[src/rtl/lcd_pkg.sv]
// rtl/lcd_pkg.sv - shared constants and character helpers for the LCD row buffers
package lcd_pkg;

    localparam int ROW_CHARS = 16;
    localparam int CHAR_W    = 8;
    localparam int ROW_W     = 128;
    localparam logic [7:0] ASCII_SPACE = 8'h20;

    // 0..9 map onto "0".."9", 10..15 onto "A".."F"
    function automatic logic [7:0] hex2ascii(input logic [3:0] n);
        return (n < 4'd10) ? (8'h30 + {4'h0, n}) : (8'h37 + {4'h0, n});
    endfunction

    // Column 0 is the most significant byte of the row
    function automatic int col_lsb(input logic [3:0] col);
        return ROW_W - CHAR_W * (int'(col) + 1);
    endfunction

endpackage

[src/rtl/rr_arbiter.sv]
// rtl/rr_arbiter.sv - combinational round-robin pick starting at ptr
module rr_arbiter #(
    parameter int N = 4
) (
    input  logic [N-1:0]         req,
    input  logic                 en,
    input  logic [$clog2(N)-1:0] ptr,
    output logic [N-1:0]         gnt,
    output logic [$clog2(N)-1:0] gnt_idx
);
    localparam int IW = $clog2(N);

    logic [IW:0]   sum;
    logic [IW-1:0] cand;
    logic          found;

    always_comb begin
        gnt     = '0;
        gnt_idx = '0;
        found   = 1'b0;
        sum     = '0;
        cand    = '0;
        for (int k = 0; k < N; k++) begin
            sum = {1'b0, ptr} + (IW+1)'(k);
            if (sum >= (IW+1)'(N)) begin
                sum = sum - (IW+1)'(N);
            end
            cand = sum[IW-1:0];
            if (!found && req[cand]) begin
                found   = 1'b1;
                gnt_idx = cand;
            end
        end
        if (en && found) begin
            gnt[gnt_idx] = 1'b1;
        end
    end

endmodule

[src/rtl/lcd_row_arbiter.sv]
// rtl/lcd_row_arbiter.sv - two 16-char LCD row buffers shared by round-robin requesters
module lcd_row_arbiter
    import lcd_pkg::*;
#(
    parameter int           N_REQ  = 4,
    parameter logic [127:0] INIT_A = "Fibo #?? is ????",
    parameter logic [127:0] INIT_B = "Fibo #?? is ????"
) (
    input  logic                       clk,
    input  logic                       reset,
    input  logic [N_REQ-1:0]           req_valid,
    output logic [N_REQ-1:0]           req_ready,
    input  logic [N_REQ-1:0]           req_row,
    input  logic [4*N_REQ-1:0]         req_col,
    input  logic [N_REQ-1:0]           req_hex,
    input  logic [8*N_REQ-1:0]         req_data,
    input  logic                       clr,
    input  logic                       hold,
    output logic [127:0]               row_A,
    output logic [127:0]               row_B,
    output logic                       upd,
    output logic [$clog2(N_REQ)-1:0]   grant_id
);
    localparam int IW = $clog2(N_REQ);

    logic [ROW_W-1:0] row_a_q, row_a_d;
    logic [ROW_W-1:0] row_b_q, row_b_d;
    logic             upd_q, upd_d;
    logic [IW-1:0]    grant_id_q, grant_id_d;
    logic [IW-1:0]    rr_ptr_q, rr_ptr_d;

    logic [N_REQ-1:0] gnt;
    logic [IW-1:0]    gnt_idx;
    logic             arb_en;
    logic             sel_row;
    logic [3:0]       sel_col;
    logic [7:0]       sel_data;
    logic [7:0]       sel_char;

    // Ready must fall combinationally with reset so nothing transfers on the reset edge
    assign arb_en = !(hold || clr || reset);

    rr_arbiter #(.N(N_REQ)) u_rr_arbiter (
        .req     (req_valid),
        .en      (arb_en),
        .ptr     (rr_ptr_q),
        .gnt     (gnt),
        .gnt_idx (gnt_idx)
    );

    assign req_ready = gnt;
    assign sel_row   = req_row[gnt_idx];
    assign sel_col   = req_col[int'(gnt_idx) * 4 +: 4];
    assign sel_data  = req_data[int'(gnt_idx) * 8 +: 8];
    assign sel_char  = req_hex[gnt_idx] ? hex2ascii(sel_data[3:0]) : sel_data;

    always_comb begin
        row_a_d    = row_a_q;
        row_b_d    = row_b_q;
        upd_d      = 1'b0;
        grant_id_d = grant_id_q;
        rr_ptr_d   = rr_ptr_q;
        if (clr) begin
            row_a_d = {ROW_CHARS{ASCII_SPACE}};
            row_b_d = {ROW_CHARS{ASCII_SPACE}};
            upd_d   = 1'b1;
        end else if (|gnt) begin
            if (sel_row) begin
                row_b_d[col_lsb(sel_col) +: CHAR_W] = sel_char;
            end else begin
                row_a_d[col_lsb(sel_col) +: CHAR_W] = sel_char;
            end
            upd_d      = 1'b1;
            grant_id_d = gnt_idx;
            rr_ptr_d   = (gnt_idx == IW'(N_REQ - 1)) ? '0 : gnt_idx + IW'(1);
        end
    end

    always_ff @(posedge clk) begin
        if (reset) begin
            row_a_q    <= INIT_A;
            row_b_q    <= INIT_B;
            upd_q      <= 1'b0;
            grant_id_q <= '0;
            rr_ptr_q   <= '0;
        end else begin
            row_a_q    <= row_a_d;
            row_b_q    <= row_b_d;
            upd_q      <= upd_d;
            grant_id_q <= grant_id_d;
            rr_ptr_q   <= rr_ptr_d;
        end
    end

    assign row_A    = row_a_q;
    assign row_B    = row_b_q;
    assign upd      = upd_q;
    assign grant_id = grant_id_q;

endmodule
[config.mk]
export PLATFORM = sky130hd
export DESIGN_NAME = lcd_row_arbiter
export DESIGN_NICKNAME = d
export VERILOG_FILES = /design/src/rtl/lcd_pkg.sv /design/src/rtl/rr_arbiter.sv /design/src/rtl/lcd_row_arbiter.sv
export SDC_FILE = /design/constraint.sdc
export NUM_CORES = 1
export LEC_CHECK = 0
export ABC_AREA = 1
export CAP_MARGIN = 20
export CORE_ASPECT_RATIO = 1.5
export CORE_MARGIN = 4
export CORE_UTILIZATION = 45
export DETAILED_ROUTE_END_ITERATION = 8
export PLACE_DENSITY = 0.72
export SLEW_MARGIN = 20
export SYNTH_ARGS = -nofsm -noshare
export SYNTH_HDL_FRONTEND = slang
export SYNTH_SLANG_ARGS = --single-unit
export TNS_END_PERCENT = 1
[constraint.sdc]
create_clock -name clk -period 10.1 [get_ports clk]
set_clock_uncertainty 0.05 [all_clocks]
set_input_delay 1.515 -clock clk [delete_from_list [all_inputs] [get_ports clk]]
set_output_delay 1.515 -clock clk [all_outputs]
set_load 0.1 [all_outputs]
==> impl_metrics.tcl <==
set metrics [dict create \
    clkLatencyLatePin_ns 0.52 \
    grt.total_usage 0.280 \
    required_ns 10.52 \
    start_kind "input pin" \
    relSlewSlack 0.282 \
    fmax_mhz 141 \
    grt_pass1_wl_um 65300 \
    async_reset_ff_frac 0 \
    post_drt_wl_per_cell_um 18.6 \
    dieArea_sq_mm 0.0290 \
    postCtsResizedCells 0 \
    drv_slew 0 \
    finalCriticalPeriod_ns 7.11 \
    drc_errors 0 \
    tritoncts "built" \
    antennaDiodeCount 0 \
    ys_seq_elements 261 \
    hold_viol_final 0 \
    wirelength_um 42600 \
    drv_cap 0 \
    seq_area_sq_mm 0.00523 \
    gr-total-overflow 0 \
    synth-seq-area-share 0.441 \
    pin_count 327 \
    dp_hpwl_um 31300 \
    synth_nets 1725 \
    synth_area_per_cell_sq_um 7.16 \
    viasPerCell 5.35 \
    dr.first_iter.drc_count 762 \
    core-area_sq_mm 0.0259 \
    grt_max_degree 92 \
    antenna_found_initial 0 \
    core.rowCount 72 \
    synth_flop_cell "dfxtp_1" \
    finalSetupTns_ns 0 \
    die_w_um 140 \
    path_clk_slew_ns 0.07 \
    cts.sinks 261 \
    synth_edf_count 0 \
    holdCritPathClass "flip-flop to flip-flop" \
    cts_hold_buf 0 \
    initial_utilization 0.458 \
    ys_types 40 \
    setup_violations 0 \
    arrival_ns 7.53 \
    multi_input_area_sq_mm 0.00555 \
    grt_pass1_vias 11800 \
    num_vias 12200 \
    synth_area_sq_mm 0.0118 \
    globalplace.congestion 0.962 \
    crit_type "input pin to flip-flop" \
    areaGrowthSynthToFinish_pct 35.4 \
    root_buffer "clkbuf_16" \
    worst_setup_path_end_kind "flip-flop" \
    rsz0062_at_grt "false" \
    drtAntennaViolNets 0 \
    drt_pre_antenna_iters 5 \
    die_height_um 207 \
    postCtsSetupBuffers 0 \
    nets 2006 \
    htreeDepth 1 \
    cp_max_fo 41 \
    synthCells 1654 \
    ys_warn_count 0 \
    n_fill_cell 2342 \
    period_share 0.704 \
    io_buffers 326 \
    drive_above_1_share 0.0844 \
    status "complete, no violations" \
    tightest_slew_ns 1.07 \
    cts_buffers 26 \
    clockBufferDepth 3 \
]
## cell usage in the layout, fill, tap and decap left out, types with 2 or more instances in the layout
master / netlist / layout
clkbuf_16: 0 / 26
clkinv_2: 1 / 10
clkbuf_1: 33 / 3
nand2_2: 14 / 14
nor3_1: 12 / 12
inv_2: 34 / 35
nor2_2: 9 / 9
buf_4: 10 / 6
xor2_1: 2 / 2
clkinv_1: 3 / 3
nand4_2: 4 / 4
nand4_1: 22 / 22
bufinv_16: 0 / 2
dfxtp_1: 261 / 261
nor2_4: 13 / 14
nor3_2: 4 / 4
inv_1: 139 / 138
a211oi_2: 4 / 4
clkinv_4: 0 / 2
o21ai_2: 2 / 2
clkinvlp_4: 0 / 2
a21oi_1: 103 / 103
a32o_1: 3 / 3
o211ai_1: 24 / 24
o21ai_1: 25 / 25
nand2_1: 388 / 388
o21ai_0: 59 / 59
nand3_2: 13 / 13
clkdlybuf4s50_1: 0 / 326
clkbuf_8: 0 / 2
nand2_4: 5 / 5
nand3_4: 6 / 6
ha_1: 7 / 7
nor2_1: 176 / 175
nand3_1: 234 / 234
## Yosys cell counts (2+ instances only)
| library cell | instances | area share |
|---|---|---|
| nand4_1 | 22 | 0.012 |
| buf_4 | 10 | 0.0063 |
| buf_6 | 5 | 0.0048 |
| a21oi_1 | 103 | 0.044 |
| o21ai_0 | 59 | 0.025 |
| a32o_1 | 3 | 0.0025 |
| clkbuf_1 | 33 | 0.010 |
| nand2_1 | 388 | 0.12 |
| o211ai_1 | 24 | 0.015 |
| nand3_2 | 13 | 0.011 |
| inv_2 | 34 | 0.011 |
| nor2_4 | 13 | 0.012 |
| clkinv_1 | 3 | 0.00095 |
| ha_1 | 7 | 0.0074 |
| a211oi_2 | 4 | 0.0042 |
| nand3_1 | 234 | 0.099 |
| nand2_4 | 5 | 0.0048 |
| o21ai_1 | 25 | 0.011 |
| inv_1 | 139 | 0.044 |
| nand3_4 | 6 | 0.0089 |
| nand4_2 | 4 | 0.0042 |
| o21ai_2 | 2 | 0.0015 |
| dfxtp_1 | 261 | 0.44 |
| nor3_1 | 12 | 0.0051 |
| buf_2 | 16 | 0.0068 |
| xor2_1 | 2 | 0.0015 |
| nor2_2 | 9 | 0.0048 |
| nor2_1 | 176 | 0.056 |
| buf_1 | 15 | 0.0048 |
| nor3_2 | 4 | 0.0034 |
| nand2_2 | 14 | 0.0074 |
## critical path, stage by stage
cell and delay (ns):
clkdlybuf4s50_1 0.48, inv_1 0.06, nand2_1 0.05, nand2_1 0.09, nand2_1 0.08, nand2_1 0.05
nand2_1 0.07, nand3_1 0.28, nand3_2 0.54, nand2_1 0.10, nand3_1 0.09, nand2_1 0.59
ha_1 0.52, nand3b_1 0.23, nand2_4 0.44, inv_2 0.40, nor2_4 0.23, nand3_1 0.11
nand2_2 0.12, nand2_1 0.07, nand2_2 0.30, nand4_1 0.60, inv_1 0.30, nand2_1 0.08
nand3_1 0.09
## logic make-up (layout without fill, tap and decap cells)
logic type,after synthesis,count (layout),share of synthesized area
fa+ha+maj,7,7,0.00740
compound gates,224,224,0.106
buf+inv,257,557,0.0905
xor+xnor,2,2,0.00148
simple gates,903,903,0.354
flops,261,261,0.441
## state kept, by name, summed over array words and instances (netlist names)
register / flops
row_A: 128
grant_id: 2
upd: 1
rr_ptr_q: 2
row_B: 128
## worst paths after layout
kind	end	cells after the start	slack, ns	startpoint
worst max-delay path	row_B[51]	25	2.99	req_valid[2]
worst min-delay path	row_B[97]	2	0.40	row_B[97]
worst min register to register	row_B[97]	2	0.40	row_B[97]
worst max register to register	row_B[51]	24	3.76	rr_ptr_q[0]
## per-stage QoR
stage                util  area (sq um)  hold slack, ns  std cells  setup WS, ns
floorplan               -         11800           0.457       1654          4.42
global placement    0.587         15200           0.398       2239          2.71
detailed placement  0.587         15200           0.393       2240          2.52
CTS                 0.620         16000           0.403       2287          3.04
global route        0.620         16000           0.440       2287          2.32
finish              0.620         16000           0.402       2287          2.99
## cell type report
| class | count | share of cell area |
|---|---|---|
| timing repair buffer | 333 | 0.208 |
| sequential | 261 | 0.326 |
| inverter | 177 | 0.0415 |
| multi-input combinational | 1136 | 0.346 |
| clock buffer | 31 | 0.0430 |
| tap | 333 | 0.0260 |
| clock inverter | 16 | 0.00960 |
## per-layer routing
layer	GRT usage	vias up	routed length, um
met2	0.515	503	21800
li1	-	5931	-
met1	0.320	5692	16000
met5	0	-	0
met4	0.137	0	2370
met3	0.0360	115	2430
Power is left out: the tool's default activity adds up to more than one toggle a clock period on the data nets, which glitch-free logic cannot reach.
